--- config.mk ---
export PLATFORM = sky130hd
export DESIGN_NAME = seg_scan_driver_flat
export DESIGN_NICKNAME = d
export VERILOG_FILES = /design/src/rtl/seg_pkg.sv /design/src/rtl/seg_scan_driver_if.sv /design/src/rtl/bin2bcd_seq.sv /design/src/rtl/seg_scan_driver.sv /design/src/flat_wrapper.sv
export SDC_FILE = /design/constraint.sdc
export NUM_CORES = 1
export LEC_CHECK = 0
export ABC_AREA = 0
export CORE_MARGIN = 2
export CORE_UTILIZATION = 55
export DETAILED_ROUTE_END_ITERATION = 10
export GPL_ROUTABILITY_DRIVEN = 0
export PLACE_DENSITY = 0.77
export SLEW_MARGIN = 20
export SYNTH_ARGS = -nofsm -noshare
export SYNTH_HDL_FRONTEND = slang
export SYNTH_SLANG_ARGS = --single-unit
--- constraint.sdc ---
create_clock -name clk -period 5.89 [get_ports clk]
set_input_delay 1.178 -clock clk [delete_from_list [all_inputs] [get_ports clk]]
set_output_delay 1.178 -clock clk [all_outputs]
set_load 0.02 [all_outputs]
--- src/rtl/seg_pkg.sv ---
// Segment codes, FSM encoding and hex-to-segment helper shared by the scan driver.
package seg_pkg;

  // Active-low segment patterns, bit7 = dp, bits6..0 = g..a
  localparam logic [7:0] SEG_0     = 8'hC0;
  localparam logic [7:0] SEG_1     = 8'hF9;
  localparam logic [7:0] SEG_2     = 8'hA4;
  localparam logic [7:0] SEG_3     = 8'hB0;
  localparam logic [7:0] SEG_4     = 8'h99;
  localparam logic [7:0] SEG_5     = 8'h92;
  localparam logic [7:0] SEG_6     = 8'h82;
  localparam logic [7:0] SEG_7     = 8'hF8;
  localparam logic [7:0] SEG_8     = 8'h80;
  localparam logic [7:0] SEG_9     = 8'h90;
  localparam logic [7:0] SEG_A     = 8'h88;
  localparam logic [7:0] SEG_B     = 8'h83;
  localparam logic [7:0] SEG_C     = 8'hC6;
  localparam logic [7:0] SEG_D     = 8'hA1;
  localparam logic [7:0] SEG_E     = 8'h86;
  localparam logic [7:0] SEG_F     = 8'h8E;
  localparam logic [7:0] SEG_BLANK = 8'hFF;
  localparam logic [7:0] SEG_DASH  = 8'hBF;

  typedef enum logic [1:0] {
    ST_IDLE   = 2'd0,
    ST_CONV   = 2'd1,
    ST_COMMIT = 2'd2
  } state_t;

  function automatic logic [7:0] seg_code(input logic [3:0] nib);
    case (nib)
      4'h0: seg_code = SEG_0;
      4'h1: seg_code = SEG_1;
      4'h2: seg_code = SEG_2;
      4'h3: seg_code = SEG_3;
      4'h4: seg_code = SEG_4;
      4'h5: seg_code = SEG_5;
      4'h6: seg_code = SEG_6;
      4'h7: seg_code = SEG_7;
      4'h8: seg_code = SEG_8;
      4'h9: seg_code = SEG_9;
      4'hA: seg_code = SEG_A;
      4'hB: seg_code = SEG_B;
      4'hC: seg_code = SEG_C;
      4'hD: seg_code = SEG_D;
      4'hE: seg_code = SEG_E;
      default: seg_code = SEG_F;
    endcase
  endfunction

endpackage

--- src/rtl/seg_scan_driver_if.sv ---
// Load request and display outputs of the scan driver.
interface seg_scan_driver_if #(
  parameter int DIGITS = 6,
  parameter int DATA_W = 20
);
  logic              load;
  logic [DATA_W-1:0] value;
  logic              hex_mode;
  logic [DIGITS-1:0] dp_mask;
  logic              blank_lz;
  logic              busy;
  logic [DIGITS-1:0] sel;
  logic [7:0]        seg;

  modport master (output load, value, hex_mode, dp_mask, blank_lz,
                  input  busy, sel, seg);
  modport slave  (input  load, value, hex_mode, dp_mask, blank_lz,
                  output busy, sel, seg);
endinterface

--- src/rtl/bin2bcd_seq.sv ---
// Sequential double-dabble: one add-3/shift step per cycle, DATA_W steps.
// The extra top nibble plus a sticky carry-out bit flag values that do not
// fit in DIGITS decimal digits.
module bin2bcd_seq #(
  parameter int DATA_W = 20,
  parameter int DIGITS = 6
) (
  input  logic                  clk,
  input  logic                  rst,
  input  logic                  start,
  input  logic [DATA_W-1:0]     bin,
  output logic                  done,
  output logic [4*DIGITS+3:0]   bcd
);
  localparam int BW = 4*DIGITS + 4;
  localparam int CW = $clog2(DATA_W + 1);

  logic [DATA_W-1:0] sreg;
  logic [BW-1:0]     acc, acc_adj;
  logic [CW-1:0]     cnt;
  logic              lost;

  // add 3 to every nibble that is 5 or more before it gets shifted
  always_comb begin
    acc_adj = acc;
    for (int i = 0; i < DIGITS + 1; i++)
      if (acc[4*i +: 4] >= 4'd5) acc_adj[4*i +: 4] = acc[4*i +: 4] + 4'd3;
  end

  // shift one binary bit into the BCD accumulator per step
  always_ff @(posedge clk or posedge rst) begin
    if (rst) begin
      sreg <= '0;
      acc  <= '0;
      cnt  <= '0;
      lost <= 1'b0;
    end else if (start) begin
      sreg <= bin;
      acc  <= '0;
      cnt  <= CW'(DATA_W);
      lost <= 1'b0;
    end else if (cnt != '0) begin
      acc  <= {acc_adj[BW-2:0], sreg[DATA_W-1]};
      sreg <= {sreg[DATA_W-2:0], 1'b0};
      lost <= lost | acc_adj[BW-1];
      cnt  <= cnt - CW'(1);
    end
  end

  // done marks the cycle whose closing edge performs the final step
  assign done = (cnt == CW'(1));
  assign bcd  = {acc[BW-1:BW-4] | {4{lost}}, acc[BW-5:0]};

endmodule

--- src/rtl/seg_scan_driver.sv ---
// Multiplexed 7-segment driver: captures a value, converts it (decimal via
// double-dabble or hex nibbles), commits digit codes, and scans them out.
module seg_scan_driver
  import seg_pkg::*;
#(
  parameter int DIGITS   = 6,
  parameter int DATA_W   = 20,
  parameter int SCAN_DIV = 50000
) (
  input  logic               clk,
  input  logic               rst,
  seg_scan_driver_if.slave   bus
);
  localparam int BW    = 4*DIGITS + 4;
  localparam int WW    = (DATA_W > BW) ? DATA_W : BW;
  localparam int CNT_W = $clog2(SCAN_DIV);
  localparam int IDX_W = (DIGITS > 1) ? $clog2(DIGITS) : 1;

  state_t state, state_nxt;
  logic accept, start_dec, commit, bcd_done, busy_q;

  logic [DATA_W-1:0] value_q;
  logic              hex_q, blz_q;
  logic [DIGITS-1:0] dp_q;

  logic [BW-1:0]               bcd;
  logic [WW-1:0]               val_ext;
  logic [DIGITS-1:0][3:0]      nib;
  logic [DIGITS-1:0]           nz;
  logic                        ovf;
  logic [DIGITS-1:0][7:0]      disp, disp_nxt;

  logic [CNT_W-1:0]  scan_cnt;
  logic [IDX_W-1:0]  idx;
  logic [DIGITS-1:0] sel_q;
  logic [7:0]        seg_q;

  bin2bcd_seq #(.DATA_W(DATA_W), .DIGITS(DIGITS)) u_b2b (
    .clk(clk), .rst(rst), .start(start_dec), .bin(bus.value),
    .done(bcd_done), .bcd(bcd)
  );

  // FSM state register
  always_ff @(posedge clk or posedge rst)
    if (rst) state <= ST_IDLE;
    else     state <= state_nxt;

  // FSM next state
  always_comb begin
    state_nxt = state;
    case (state)
      ST_IDLE:   if (accept) state_nxt = ST_CONV;
      ST_CONV:   if (hex_q || bcd_done) state_nxt = ST_COMMIT;
      ST_COMMIT: state_nxt = ST_IDLE;
      default:   state_nxt = ST_IDLE;
    endcase
  end

  // FSM outputs; loads are dropped while busy, so nothing queues
  always_comb begin
    accept    = (state == ST_IDLE) && bus.load && !busy_q;
    start_dec = accept && !bus.hex_mode;
    commit    = (state == ST_COMMIT);
  end

  // busy stays up one cycle past COMMIT so it falls when the new digit
  // codes have reached the output registers
  always_ff @(posedge clk or posedge rst)
    if (rst) busy_q <= 1'b0;
    else     busy_q <= (state_nxt != ST_IDLE) || (state == ST_COMMIT);

  // capture request fields on an accepted load
  always_ff @(posedge clk or posedge rst)
    if (rst) begin
      value_q <= '0;
      hex_q   <= 1'b0;
      dp_q    <= '0;
      blz_q   <= 1'b0;
    end else if (accept) begin
      value_q <= bus.value;
      hex_q   <= bus.hex_mode;
      dp_q    <= bus.dp_mask;
      blz_q   <= bus.blank_lz;
    end

  assign val_ext = WW'(value_q);
  assign ovf     = hex_q ? |val_ext[WW-1:4*DIGITS] : |bcd[BW-1:BW-4];

  // per-digit encode: dash on overflow, leading-zero blank, then dp overlay
  for (genvar g = 0; g < DIGITS; g++) begin : g_dig
    logic [7:0] code;
    assign nib[g] = hex_q ? val_ext[4*g +: 4] : bcd[4*g +: 4];
    assign nz[g]  = |nib[g];
    always_comb begin
      if (ovf)                                       code = SEG_DASH;
      else if (blz_q && (g != 0) && ((nz >> g) == '0)) code = SEG_BLANK;
      else                                           code = seg_code(nib[g]);
    end
    assign disp_nxt[g] = {code[7] & ~dp_q[g], code[6:0]};
  end

  // display registers change only in COMMIT, all digits at once
  always_ff @(posedge clk or posedge rst)
    if (rst)         disp <= {DIGITS{SEG_BLANK}};
    else if (commit) disp <= disp_nxt;

  // scan timer and digit index
  always_ff @(posedge clk or posedge rst)
    if (rst) begin
      scan_cnt <= '0;
      idx      <= '0;
    end else if (scan_cnt == CNT_W'(SCAN_DIV - 1)) begin
      scan_cnt <= '0;
      idx      <= (idx == IDX_W'(DIGITS - 1)) ? '0 : idx + IDX_W'(1);
    end else begin
      scan_cnt <= scan_cnt + CNT_W'(1);
    end

  // sel and seg registered from the same index so they never disagree
  always_ff @(posedge clk or posedge rst)
    if (rst) begin
      sel_q <= '0;
      seg_q <= SEG_BLANK;
    end else begin
      sel_q <= DIGITS'(1) << idx;
      seg_q <= disp[idx];
    end

  assign bus.busy = busy_q;
  assign bus.sel  = sel_q;
  assign bus.seg  = seg_q;

endmodule

--- src/flat_wrapper.sv ---
// flat-port wrapper written by rule: the top's interface ports become plain ports
module seg_scan_driver_flat import seg_pkg::*;
#(
  parameter int DIGITS   = 6,
  parameter int DATA_W   = 20,
  parameter int SCAN_DIV = 50000
)
  (clk, rst, bus_load, bus_value, bus_hex_mode, bus_dp_mask, bus_blank_lz, bus_busy, bus_sel, bus_seg);
  seg_scan_driver_if #(.DIGITS(DIGITS), .DATA_W(DATA_W)) bus_i ();
  input  logic clk;
  input  logic rst;
  input wire logic [$bits(bus_i.load)-1:0] bus_load;
  input wire logic [$bits(bus_i.value)-1:0] bus_value;
  input wire logic [$bits(bus_i.hex_mode)-1:0] bus_hex_mode;
  input wire logic [$bits(bus_i.dp_mask)-1:0] bus_dp_mask;
  input wire logic [$bits(bus_i.blank_lz)-1:0] bus_blank_lz;
  output wire logic [$bits(bus_i.busy)-1:0] bus_busy;
  output wire logic [$bits(bus_i.sel)-1:0] bus_sel;
  output wire logic [$bits(bus_i.seg)-1:0] bus_seg;
  assign bus_i.load = bus_load;
  assign bus_i.value = bus_value;
  assign bus_i.hex_mode = bus_hex_mode;
  assign bus_i.dp_mask = bus_dp_mask;
  assign bus_i.blank_lz = bus_blank_lz;
  assign bus_busy = bus_i.busy;
  assign bus_sel = bus_i.sel;
  assign bus_seg = bus_i.seg;
  seg_scan_driver #(.DIGITS(DIGITS), .DATA_W(DATA_W), .SCAN_DIV(SCAN_DIV)) u_core (.clk(clk), .rst(rst), .bus(bus_i));
endmodule
* Word level (Yosys, flattened, before mapping)
Memories as Yosys holds them, arrays and structs flattened.
Cells that the tools add are included.
** Storage, ports and cells
- Output and inout bits :: 15
- Register bits after elaboration :: 166
- Logic and storage cells :: 131
- Memories :: 6
- ROM bits :: 672
- Input port bits :: 31
** Operators by class
- Equal/unequal tests :: 5
- Shifts and indexed selects :: 1
- Bitwise operators :: 14
- Muxes and demuxes :: 40
- Order comparisons :: 8
- Add/sub/neg operators :: 10
- Reductions and logical operators :: 27
** Memory list
- (no name shown) :: depth 16, bits a word 7, read ports 1, clocked after memory_dff 0, write ports 0, line seg_pkg.sv:31 : case (nib)
- (no name shown) :: depth 16, bits a word 7, read ports 1, clocked after memory_dff 0, write ports 0, line seg_pkg.sv:31
- (no name shown) :: depth 16, bits a word 7, read ports 1, clocked after memory_dff 0, write ports 0, line seg_pkg.sv:31
- (no name shown) :: depth 16, bits a word 7, read ports 1, clocked after memory_dff 0, write ports 0, line seg_pkg.sv:31
- (no name shown) :: depth 16, bits a word 7, read ports 1, clocked after memory_dff 0, write ports 0, line seg_pkg.sv:31
- (no name shown) :: depth 16, bits a word 7, read ports 1, clocked after memory_dff 0, write ports 0, line seg_pkg.sv:31
** Operator list (count)
- two-way mux 8 bit :: 12
- two-way mux 28 bit :: 2
- two-way mux 4 bit :: 13
- two-way mux 20 bit :: 2
- zero test 6 bit :: 5
- adder 4 x 2 -> 4 bit (second input constant) :: 7
- >= comparator 4 x 3 -> 1 bit (second input constant) :: 7
- binary-select mux 8 bit (select 3 bit) :: 1
- OR reduction 4 bit :: 6
- adder 16 x 1 -> 16 bit (second input constant) :: 1
- == test 16 bit (second input constant) :: 1
- two-way mux 16 bit :: 1
- two-way mux 5 bit :: 2
- logical AND 1 bit :: 8
- AND 1 bit :: 6
- NOT 1 bit :: 6
- << shifter 1 x 3 -> 6 bit (first input constant) :: 1
- == test 5 x 1 -> 1 bit (second input constant) :: 1
- nonzero test 5 bit :: 1
- subtractor 5 x 1 -> 5 bit (second input constant) :: 1
- less-than comparator 3 x 4 -> 1 bit (second input constant) :: 1
- two-way mux 2 bit :: 2
- OR 4 bit :: 1
- case mux 2 bit (2 select lines) :: 1
- 11 further kinds :: 16

* Longest topological paths before layout
- Word-level depth :: 7
- Gate-level depth with buffers :: 11
- Mapped depth without buffers :: 9

* By module
Synthesis repeated with hierarchy kept, for this count alone.
** Second synthesis, totals
- Cell total of the unflattened synthesis :: 1038
- Area, all modules :: 9695.5 um2
** Modules (own cells, without submodules)
- seg_scan_driver :: seq. area each 2872.8 um2, cells an instance 687, instances 1, area each 6476.2 um2
- bin2bcd_seq :: seq. area each 1351.3 um2, cells an instance 351, instances 1, area each 3219.3 um2

* Least setup slack after synthesis
No wires, ideal clock.
- Path kind :: register -> register
- From :: register u_core.hex_q
- To :: register u_core.disp[10] in the netlist's numbering
- Required time :: 5.813 ns
- Cell stages (with the launch flop) :: 10
- Buffers on the path :: 2
- Setup time :: 0.077 ns
- Arrival :: 2.170 ns
- Clock period less this slack :: 2.247 ns
- Path slack :: 3.643 ns
- Path through :: dfrtp_1 > buf_6 > buf_6 > mux2i_1 > ha_1 > and3_1 > o211ai_2 > nor3_4 > a31oi_2 > a31oi_1
** Between the ends
- Longest elaborated chain between the ends :: 6
- Elaborated cells between the ends (all ways) :: 16
- Classes of those cells :: 8 x mux; 7 x reduce/logical; 1 x memory
** RTL lines
- from (decl) :: line seg_scan_driver.sv:23 : logic hex_q, blz_q;
- from (signal assigned) :: line seg_scan_driver.sv:81 : hex_q <= bus.hex_mode;
- parallel branches: the longest is 5 deep, another holds memory read (16 x 7 bit)
- two-way mux 8 bit * :: line seg_scan_driver.sv:95 : if (ovf) code = SEG_DASH;
- to (signal assigned) :: line seg_scan_driver.sv:104 : if (rst) disp <= {DIGITS{SEG_BLANK}};
- to (signal assigned) :: line seg_scan_driver.sv:105 : else if (commit) disp <= disp_nxt;
- to (decl) :: line seg_scan_driver.sv:31 : logic [DIGITS-1:0][7:0] disp, disp_nxt;
Every way passes the cells marked *.
A chain may end at the register's enable or synchronous reset.

* Final worst setup path
Ends and elaborated chain as after synthesis.

==> reports/qor.yml <==
pwr:
  leakage_uw: 0.004440
  ir_drop_mv: 0.3396
  total_power_uw: 5988
  p_per_area_mw_per_mm2: 567.5
clock_tree:
  hold_buffers: 0
  cts.sinks: 166
  clk_pin_slew_ns: 0.07
  clk_latency_ns: 0.43
  cts_setup_buffers: 0
  cts_resized: 0
  root_buffer: "clkbuf_16"
  max-clock-path-buffers: 2
  cts_buffers: 17
  cts_tree: "yes"
  cts_max_level: 4
drt:
  drt_iter0_drc: 475
  via_per_inst: 5.795
  dr.pass1.iters: 5
  detail-route-antenna-nets: 0
  route.detailed.wl_per_inst_um: 16.44
  vias: 6914
  drc: 0
  wl_mm: 19.61
critical_path:
  worstSetupEndpointType: "flip-flop"
  rr_endpoint: "u_core.disp[10]$_DFFE_PP1P_"
  rrSetupSlack_ns: 2.75
  cp.arrival_ns: 3.50
  r2r-start: "u_core.hex_q$_DFFE_PP0P_"
  path_cells: "buf_4 -> inv_1 -> a21boi_1 -> ha_1 -> and3_1 -> o211ai_2 -> nor3_4 -> a31oi_2 -> a31oi_1"
  reg2reg_depth: 9
  critPathLaunchType: "flip-flop"
  cp_data_required_time_ns: 6.25
  slowest_delay_ns: 0.57
  cp_slowest_cell: "dfrtp_2"
  cp_max_fo: 33
  crit_type: "reg -> reg"
synthesis:
  synth.cell_area_mm2: 0.009383
  synth-seq-cells: 166
  synth_top_cell_area_share_pct: 29.34
  synth.avg_cell_area_um2: 10.06
  synthTopCellsByArea: "dfrtp_1, dfstp_2, ha_1"
  synth_nets: 1019
  synth-async-reset-ratio_pct: 100.0
  yosys_most_used_dff: "dfrtp_1"
  yosysTopAreaCell: "dfrtp_1"
  ys_seq_area_share_pct: 45.02
  yosysWarnings: 0
  synth_cell_types: 62
  synth_cells: 933
  synth_edf_count: 0
timing:
  fin_crit_ns: 3.144
  final.setup.tns_ns: 0
  max-slew-margin-rel_pct: 33.81
  fmaxAchievable_mhz: 318.0
  final_max_slew_viol_count: 0
  fin_worst_skew_ns: 0.009667
  setup_viol: 0
  worst_slew_pin_slew_ns: 0.9904
  period_share_pct: 53.38
  rsz0062_at_grt: "no"
  timing.final.hold_violations: 0
  finalWorstSetupSlack_ns: 2.746
floorplan:
  fp.dieH_um: 134.6
  initial_core_util_pct: 56.38
  rows: 47
  die_w_um: 134.6
  ios: 46
  fp.coreArea_mm2: 0.01664
  die-area_mm2: 0.01812
grt:
  grt_pass1_vias: 6514
  grt_pass1_wl_mm: 33.12
  grt-ovfl-total: 0
  antenna_found_initial: 0
  grt.total_usage_pct: 23.00
  grt_max_degree: 104
place:
  postPlaceCellArea_mm2: 0.009938
  port_buffers: 45
  dp_hpwl_mm: 13.59
  pre_cts_slack_ns: 2.559
final_layout:
  final_common_cell: "nand2_1"
  final_cell_mix: "nand2_1, dfrtp_1, o21ai_0"
  antenna-diode-count: 0
  nFillCells: 1362
  layout-drive-gt1-share_pct: 17.16
  ff_latch_area_mm2: 0.004225
  post-route-util_pct: 63.40
  area_growth_pct: 12.46
  nNetsFinal: 1046
  design_area_mm2: 0.01055
  multi_input_area_mm2: 0.004761
min_path:
  min_from: "u_core.dp_q[5]$_DFFE_PP0P_"
  min_to: "u_core.disp[47]$_DFFE_PP1P_"
  holdPathStages: 1
  hold_class: "reg -> reg"
run_status:
  status: "finished clean"
run:
  cap_violations: 0
-- Yosys cell counts (all sizes together), types with 3 or more instances --
library cell and n:
nand2 116, dfrtp 110, o21ai 82, nor2 70, a21oi 58, dfstp 56, ha 55, mux2i 55
inv 42, mux2 37, buf 31, nor3 22, nand3 21, a31oi 19, xnor2 16, a211oi 15
clkbuf 15, o22a 13, nand2b 11, mux4 10, nor3b 8, xor2 8, a221oi 5, and3 5
nor4 5, or3 5, a21o 3, a22o 3, and2 3, nor2b 3, o211ai 3, o31ai 3
-- layout make-up --
type                    instances  area share (%)
inverters                      42           1.542
flip-flops and latches        166           40.04
multi-input cells             679           45.12
well taps                     220           2.609
clock buffers                  21           4.767
repair buffers                 54           4.909
clock inverters                11           1.008
-- routing by layer --
metal  share of wire (%)  global-route usage [%]  vias to the layer above
met3                 3.7                   3.904                       23
met1                  48                   33.22                     3384
li1                    -                       -                     3348
met2                  46                   35.54                      159
met5                   0                       0                        -
met4                 1.8                   7.602                        0
-- cell families (layout without fill, tap and decap cells) --
group / Yosys count / after routing / share of synthesized area [%]
compound gates: 220 / 220 / 14.22
flops: 166 / 166 / 45.02
mux: 102 / 102 / 12.88
fa+ha+maj: 55 / 55 / 7.334
buf+inv: 88 / 128 / 4.494
simple gates: 278 / 278 / 13.82
xor+xnor: 24 / 24 / 2.240
-- through the flow --
step	hold WS (ns)	cells
6_report	0.4284	1193
5_1_grt	0.4699	1193
4_1_cts	0.4326	1193
3_5_place_dp	0.4257	1161
3_3_place_gp	0.4149	1161
2_1_floorplan	0.4016	933
-- worst max-delay path by stage --
| stage | startpoint | endpoint | slack, ns | cells past startpoint |
|---|---|---|---|---|
| after floorplan | rst | u_core.blz_q$_DFFE_PP0P_ | 0.31 | 1 |
| final | u_core.hex_q$_DFFE_PP0P_ | u_core.disp[10]$_DFFE_PP1P_ | 2.75 | 9 |
| after CTS | u_core.hex_q$_DFFE_PP0P_ | u_core.disp[10]$_DFFE_PP1P_ | 2.77 | 9 |
| after global placement | bus_load | u_core.u_b2b.sreg[18]$_DFFE_PP0P_ | 2.63 | 5 |
| after global routing | u_core.hex_q$_DFFE_PP0P_ | u_core.disp[12]$_DFFE_PP1P_ | 2.50 | 9 |
| after detailed placement | bus_load | u_core.u_b2b.sreg[14]$_DFFE_PP0P_ | 2.56 | 5 |
-- state kept, by name, indices dropped and copies added (netlist names) --
signal	count
u_core.blz_q	1
u_core.bus.busy	1
u_core.bus.seg	8
u_core.bus.sel	6
u_core.disp	48
u_core.dp_q	6
u_core.hex_q	1
u_core.idx	3
u_core.scan_cnt	16
u_core.state	2
u_core.u_b2b.acc	28
u_core.u_b2b.cnt	5
u_core.u_b2b.lost	1
u_core.u_b2b.sreg	20
u_core.value_q	20
-- where the power goes --
group	leakage [µW]	switching (µW)	internal, µW	total, µW
registers	0.00196	413	1700	2110
logic	0.00217	1540	1200	2740
clock network	0.000301	473	661	1130
total	0.00444	2430	3560	5990
-- critical path: cells and delay by family (launching register included) --
family                     cells  cell delay (ns)
adders and majority gates      1             0.27
AOI/OAI and AO/OA              4             1.02
and+or+nand+nor                2             0.52
buffers and inverters          2             0.68
DFF                            1             0.57
Note: power is estimated with default switching activity, not from simulation.
